### src/rtl/pocq_sched.sv
// -----------------------------------------------------------------------------
// pocq_sched
// Per-slot lifecycle scheduler for the HN-F point-of-coherence queue.
//
// Each slot moves FREE -> PEND -> ISSUED -> WAIT_ACK -> FREE. PEND slots are
// round-robin arbitrated onto one downstream issue port. The number of ISSUED
// slots is capped at MAX_OUT. A legal CompAck produces a one-cycle release
// pulse so the queue can clear the slot. Any illegal request is ignored and
// sets a sticky error flag.
//
// Ports:
//   clock                      rising-edge clock
//   reset                      asynchronous, active-low reset
//   alloc_v / alloc_idx        slot allocated this cycle
//   issue_v / issue_idx        registered downstream offer (held until taken)
//   issue_rdy                  downstream accept; handshake = issue_v & issue_rdy
//   comp_v / comp_idx          completion returned for an ISSUED slot
//   ack_v / ack_idx            CompAck for a WAIT_ACK slot
//   release_v / release_idx    registered one-cycle slot-release pulse
//   free_cnt / full / empty    registered occupancy status
//   proto_err                  sticky protocol-violation flag
// -----------------------------------------------------------------------------
module pocq_sched #(
  parameter int DEPTH   = 16,
  parameter int MAX_OUT = 8,
  localparam int IDW    = $clog2(DEPTH)
) (
  input  logic           clock,
  input  logic           reset,
  input  logic           alloc_v,
  input  logic [IDW-1:0] alloc_idx,
  output logic           issue_v,
  output logic [IDW-1:0] issue_idx,
  input  logic           issue_rdy,
  input  logic           comp_v,
  input  logic [IDW-1:0] comp_idx,
  input  logic           ack_v,
  input  logic [IDW-1:0] ack_idx,
  output logic           release_v,
  output logic [IDW-1:0] release_idx,
  output logic [IDW:0]   free_cnt,
  output logic           full,
  output logic           empty,
  output logic           proto_err
);

  localparam logic [1:0] S_FREE   = 2'd0;
  localparam logic [1:0] S_PEND   = 2'd1;
  localparam logic [1:0] S_ISSUED = 2'd2;
  localparam logic [1:0] S_WACK   = 2'd3;

  localparam logic [IDW:0]   MAX_OUT_C = (IDW+1)'(MAX_OUT);
  localparam logic [IDW:0]   DEPTH_C   = (IDW+1)'(DEPTH);
  localparam logic [IDW-1:0] RR_INIT   = IDW'(DEPTH - 1);

  logic [DEPTH-1:0][1:0] st_q, st_d;
  logic [IDW-1:0]        rr_q, rr_d;
  logic [IDW:0]          out_q, out_d;
  logic [IDW:0]          free_d;

  logic           hs, alloc_ok, comp_ok, ack_ok, err_d;
  logic           found;
  logic [IDW-1:0] win, cand;
  logic           issue_v_d;
  logic [IDW-1:0] issue_idx_d;

  // NOTE: every signal written here gets a default first, so no path leaves a
  // value unassigned and no latch is inferred.
  always_comb begin
    st_d     = st_q;
    hs       = issue_v & issue_rdy;
    alloc_ok = alloc_v && (st_q[alloc_idx] == S_FREE);
    comp_ok  = comp_v  && (st_q[comp_idx]  == S_ISSUED);
    ack_ok   = ack_v   && (st_q[ack_idx]   == S_WACK);
    err_d    = (alloc_v && !alloc_ok) || (comp_v && !comp_ok) || (ack_v && !ack_ok);

    // Each legal event requires a different current state, so the four
    // updates can never target the same slot and their order is irrelevant.
    // An alloc to a slot being acked this cycle fails the FREE test above.
    if (hs)       st_d[issue_idx] = S_ISSUED;
    if (comp_ok)  st_d[comp_idx]  = S_WACK;
    if (ack_ok)   st_d[ack_idx]   = S_FREE;
    if (alloc_ok) st_d[alloc_idx] = S_PEND;

    unique case ({hs, comp_ok})
      2'b10:   out_d = out_q + 1'b1;
      2'b01:   out_d = out_q - 1'b1;
      default: out_d = out_q;
    endcase

    unique case ({alloc_ok, ack_ok})
      2'b10:   free_d = free_cnt - 1'b1;
      2'b01:   free_d = free_cnt + 1'b1;
      default: free_d = free_cnt;
    endcase

    rr_d = hs ? issue_idx : rr_q;

    // Search the post-edge state from rr_d+1 upward; DEPTH is a power of two,
    // so IDW-bit addition wraps modulo DEPTH for free.
    found = 1'b0;
    win   = '0;
    cand  = '0;
    for (int k = 1; k <= DEPTH; k++) begin
      cand = rr_d + IDW'(k);
      if (!found && st_d[cand] == S_PEND) begin
        found = 1'b1;
        win   = cand;
      end
    end

    // A pending offer is held until taken; it was only made while below
    // MAX_OUT and the count only rises on a handshake, so it stays legal.
    if (issue_v && !hs) begin
      issue_v_d   = 1'b1;
      issue_idx_d = issue_idx;
    end else if (found && out_d != MAX_OUT_C) begin
      issue_v_d   = 1'b1;
      issue_idx_d = win;
    end else begin
      issue_v_d   = 1'b0;
      issue_idx_d = issue_idx;
    end
  end

  // NOTE: state registers use non-blocking assignments so every flop samples
  // the pre-edge values computed above, independent of statement order.
  // NOTE: the slot-state array is a small flop bank, not a RAM, so it is reset
  // with everything else; reset must return every slot to FREE.
  always_ff @(posedge clock or negedge reset) begin
    if (!reset) begin
      st_q        <= '0;
      rr_q        <= RR_INIT;
      out_q       <= '0;
      issue_v     <= 1'b0;
      issue_idx   <= '0;
      release_v   <= 1'b0;
      release_idx <= '0;
      free_cnt    <= DEPTH_C;
      full        <= 1'b0;
      empty       <= 1'b1;
      proto_err   <= 1'b0;
    end else begin
      st_q      <= st_d;
      rr_q      <= rr_d;
      out_q     <= out_d;
      issue_v   <= issue_v_d;
      issue_idx <= issue_idx_d;
      release_v <= ack_ok;
      if (ack_ok) release_idx <= ack_idx;
      free_cnt  <= free_d;
      full      <= (free_d == '0);
      empty     <= (free_d == DEPTH_C);
      if (err_d) proto_err <= 1'b1;
    end
  end

endmodule

### config.mk
export PLATFORM = sky130hd
export DESIGN_NAME = pocq_sched
export DESIGN_NICKNAME = d
export VERILOG_FILES = /design/src/rtl/pocq_sched.sv
export SDC_FILE = /design/constraint.sdc
export NUM_CORES = 1
export LEC_CHECK = 0
export ABC_AREA = 0
export BUFFER_PORTS_ARGS = -buffer_cell sky130_fd_sc_hd__buf_2
export CORE_ASPECT_RATIO = 0.7
export CORE_UTILIZATION = 45
export CTS_CLUSTER_DIAMETER = 60
export CTS_CLUSTER_SIZE = 20
export DETAILED_ROUTE_END_ITERATION = 7
export GPL_ROUTABILITY_DRIVEN = 0
export PLACE_DENSITY_LB_ADDON = 0.05
export SYNTH_ARGS = -nofsm -noshare
export SYNTH_HDL_FRONTEND = slang
export SYNTH_SLANG_ARGS = --single-unit
### constraint.sdc
create_clock -name clock -period 7.18 [get_ports clock]
set_clock_uncertainty 0.2 [all_clocks]
set_input_delay 1.436 -clock clock [delete_from_list [all_inputs] [get_ports clock]]
set_output_delay 1.436 -clock clock [all_outputs]
set_load 0.01 [all_outputs]
==> flow_metrics.tcl <==
set metrics [dict create \
    drc 0 \
    period_share_pct 84.3 \
    cts_buffers 9 \
    drv_cap 0 \
    fp-row-count 36 \
    hpwl_um 18100 \
    die-area_sq_mm 0.0153 \
    hold_buffers 0 \
    timing.rr.end "issue_idx[2]" \
    hold_class "reg2reg" \
    synth_seq_area_share_pct 22.3 \
    grt_remaining_overflow 0 \
    clk_pin_slew_ps 60 \
    clock_latency_ps 340 \
    grt_pass1_wl_um 37300 \
    r2r.worst_path.cells 16 \
    die_x_um 148 \
    regToRegStartpoint "issue_v" \
    cp_max_fo 19 \
    nFillCells 1358 \
    num_io_pins 36 \
    cts_tree "done" \
    synthSimpleGateAreaFrac_pct 26.8 \
    synthMuxAreaShare_pct 11.7 \
    fp.dieH_um 104 \
    wl_met1_um 10700 \
    synth_compound_area_share_pct 28.0 \
    fmax_mhz 165 \
    antenna_left 0 \
    synth-xor-area-share_pct 2.61 \
    regToRegSetupSlack_ps 1750 \
    setup_violations 0 \
    antennaDiodeCount 0 \
    yosysTopAreaCell "dfrtp_1" \
    critPathRequiredTime_ps 7250 \
    hold_slack_ps 255 \
    core_sq_mm 0.0142 \
    grt_pass1_vias 6474 \
    grt_util_all_layers_pct 31.8 \
    drt_wl_total_um 23700 \
    slew_headroom_pct 43.7 \
    cts_resized 0 \
    multi_input_area_sq_mm 0.00484 \
    initial_core_util_pct 47.0 \
    wl_per_cell_um 23.7 \
    cts.sinks 59 \
    hold_violations 0 \
    portBuffers 35 \
    yosys-top-cells-area "dfrtp_1 20%, mux4_2 5.1%, nor2_1 4.2%" \
    synth.avg_cell_area_sq_um 8.36 \
    grt_max_degree 60 \
    cts_max_level 3 \
    synthTopCellsByCount "74 x nor2_1, 57 x nand2_1, 53 x dfrtp_1" \
    cts-root-buf "clkbuf_16" \
    synth_top_family_by_area "compound AO/OA/AOI/OAI gates" \
    holdCritStartpoint "out_q[4]" \
    yosysMostFrequentCell "nor2_1" \
    register_area_sq_mm 0.00148 \
    synthAdderAreaFrac_pct 3.41 \
    area_growth_pct 8.35 \
    crit_type "in2reg" \
    period_minus_slack_ps 6050 \
    synth-async-reset-ratio_pct 100 \
    synth_top_cell_area_share_pct 19.9 \
    rsz0062_at_grt "no" \
    synth_edf_count 0 \
    drt_first_pass_iters 6 \
    status "completed" \
    drive_gt1_share_pct 18.8 \
    holdPathStages 1 \
    post_cts_buffers 0 \
    worst_pin_slew_ps 836 \
    arrival_ps 6120 \
    wl_met2_um 9310 \
    num-nets-final 843 \
    vias 6924 \
    drt-vias-per-instance 6.90 \
    synthFlopType "dfrtp_1" \
    syn_nets 833 \
    ys_seq_elements 59 \
    top_layer "met4" \
    synth_area_sq_mm 0.00667 \
    netlist_instances 798 \
    ys_warn_count 0 \
    wl_met3_um 3360 \
    drt_iter0_markers 895 \
    synthDistinctLibCells 111 \
    antenna_found_initial 0 \
    start_kind "input port" \
    setup_tns_ps 0 \
    clk_path_buf_depth 2 \
    end_kind "flip-flop" \
    whs_endpoint "out_q[4]" \
    drv_slew 0 \
]
state kept, by name (all words and copies together), names as in the netlist:
| name | flops |
|---|---|
| issue_idx | 4 |
| rr_q | 4 |
| issue_v | 1 |
| out_q | 5 |
| full | 1 |
| release_v | 1 |
| empty | 1 |
| free_cnt | 5 |
| proto_err | 1 |
| st_q | 32 |
| release_idx | 4 |
kinds of logic (layout without fill, tap and decap cells):
group,after synthesis,after routing
simple gates,316,316
compound gates,250,250
buf+inv,81,96
flops,59,59
mux,56,56
xor+xnor,19,19
fa+ha+maj,17,17
critical path, cell delays in order:
cell      delay, ps
buf_2           190
nand2_2         210
a21oi_4         600
clkinv_1        370
ha_1            300
inv_1           120
nor2_1          130
or2_2           420
mux4_2          490
nor2b_1         170
a31oi_2         430
and2_1          280
a22oi_1         120
o211a_1         250
o21ai_0         270
nand3_1         170
a21oi_1         160
layer usage:
metal,vias up,GRT usage [%]
met5,-,0
met4,0,6.41
met3,39,13.6
met2,470,42.1
met1,3322,47.0
li1,3093,-
metrics by stage:
stage / instances / util, % / setup slack (ps) / instance area, sq um
floorplan: 798 / - / 1730 / 6670
global placement: 987 / 48.9 / 1090 / 6940
detailed placement: 987 / 48.9 / 934 / 6940
CTS: 1003 / 50.9 / 1290 / 7230
global route: 1003 / 50.9 / 726 / 7230
finish: 1003 / 50.9 / 1130 / 7230
placed cells by master, fill, tap and decap left out, types with 17 or more instances in the layout:
cell     synthesis  routed
nand2_1         57      57
mux2_2          18      18
buf_2           17      35
o21ai_0         42      42
mux2i_1         22      22
nor2_1          74      74
inv_1           30      30
dfrtp_1         53      53
nand3_1         17      17
a21oi_1         51      51
nor3_1          25      25
cell type report:
| class | instances | share of cell area (%) |
|---|---|---|
| clock buffer | 9 | 3.12 |
| clock inverter | 7 | 0.779 |
| inverter | 34 | 1.77 |
| multi-input combinational | 658 | 66.9 |
| sequential | 59 | 20.5 |
| tap | 190 | 3.29 |
| timing repair buffer | 46 | 3.57 |
worst max-delay path by stage:
| stage | start | end | slack [ps] | cells past startpoint |
|---|---|---|---|---|
| floorplan | issue_rdy | issue_idx[0] | 1730 | 14 |
| global placement | issue_rdy | issue_idx[2] | 1090 | 17 |
| detailed placement | issue_rdy | issue_idx[1] | 930 | 17 |
| CTS | issue_rdy | issue_idx[1] | 1290 | 17 |
| global route | issue_rdy | issue_idx[0] | 730 | 15 |
| finish | issue_rdy | issue_idx[2] | 1130 | 17 |
Power is not shown: default switching activity piles up to over one toggle a cycle in this logic, so the estimate is an artifact.
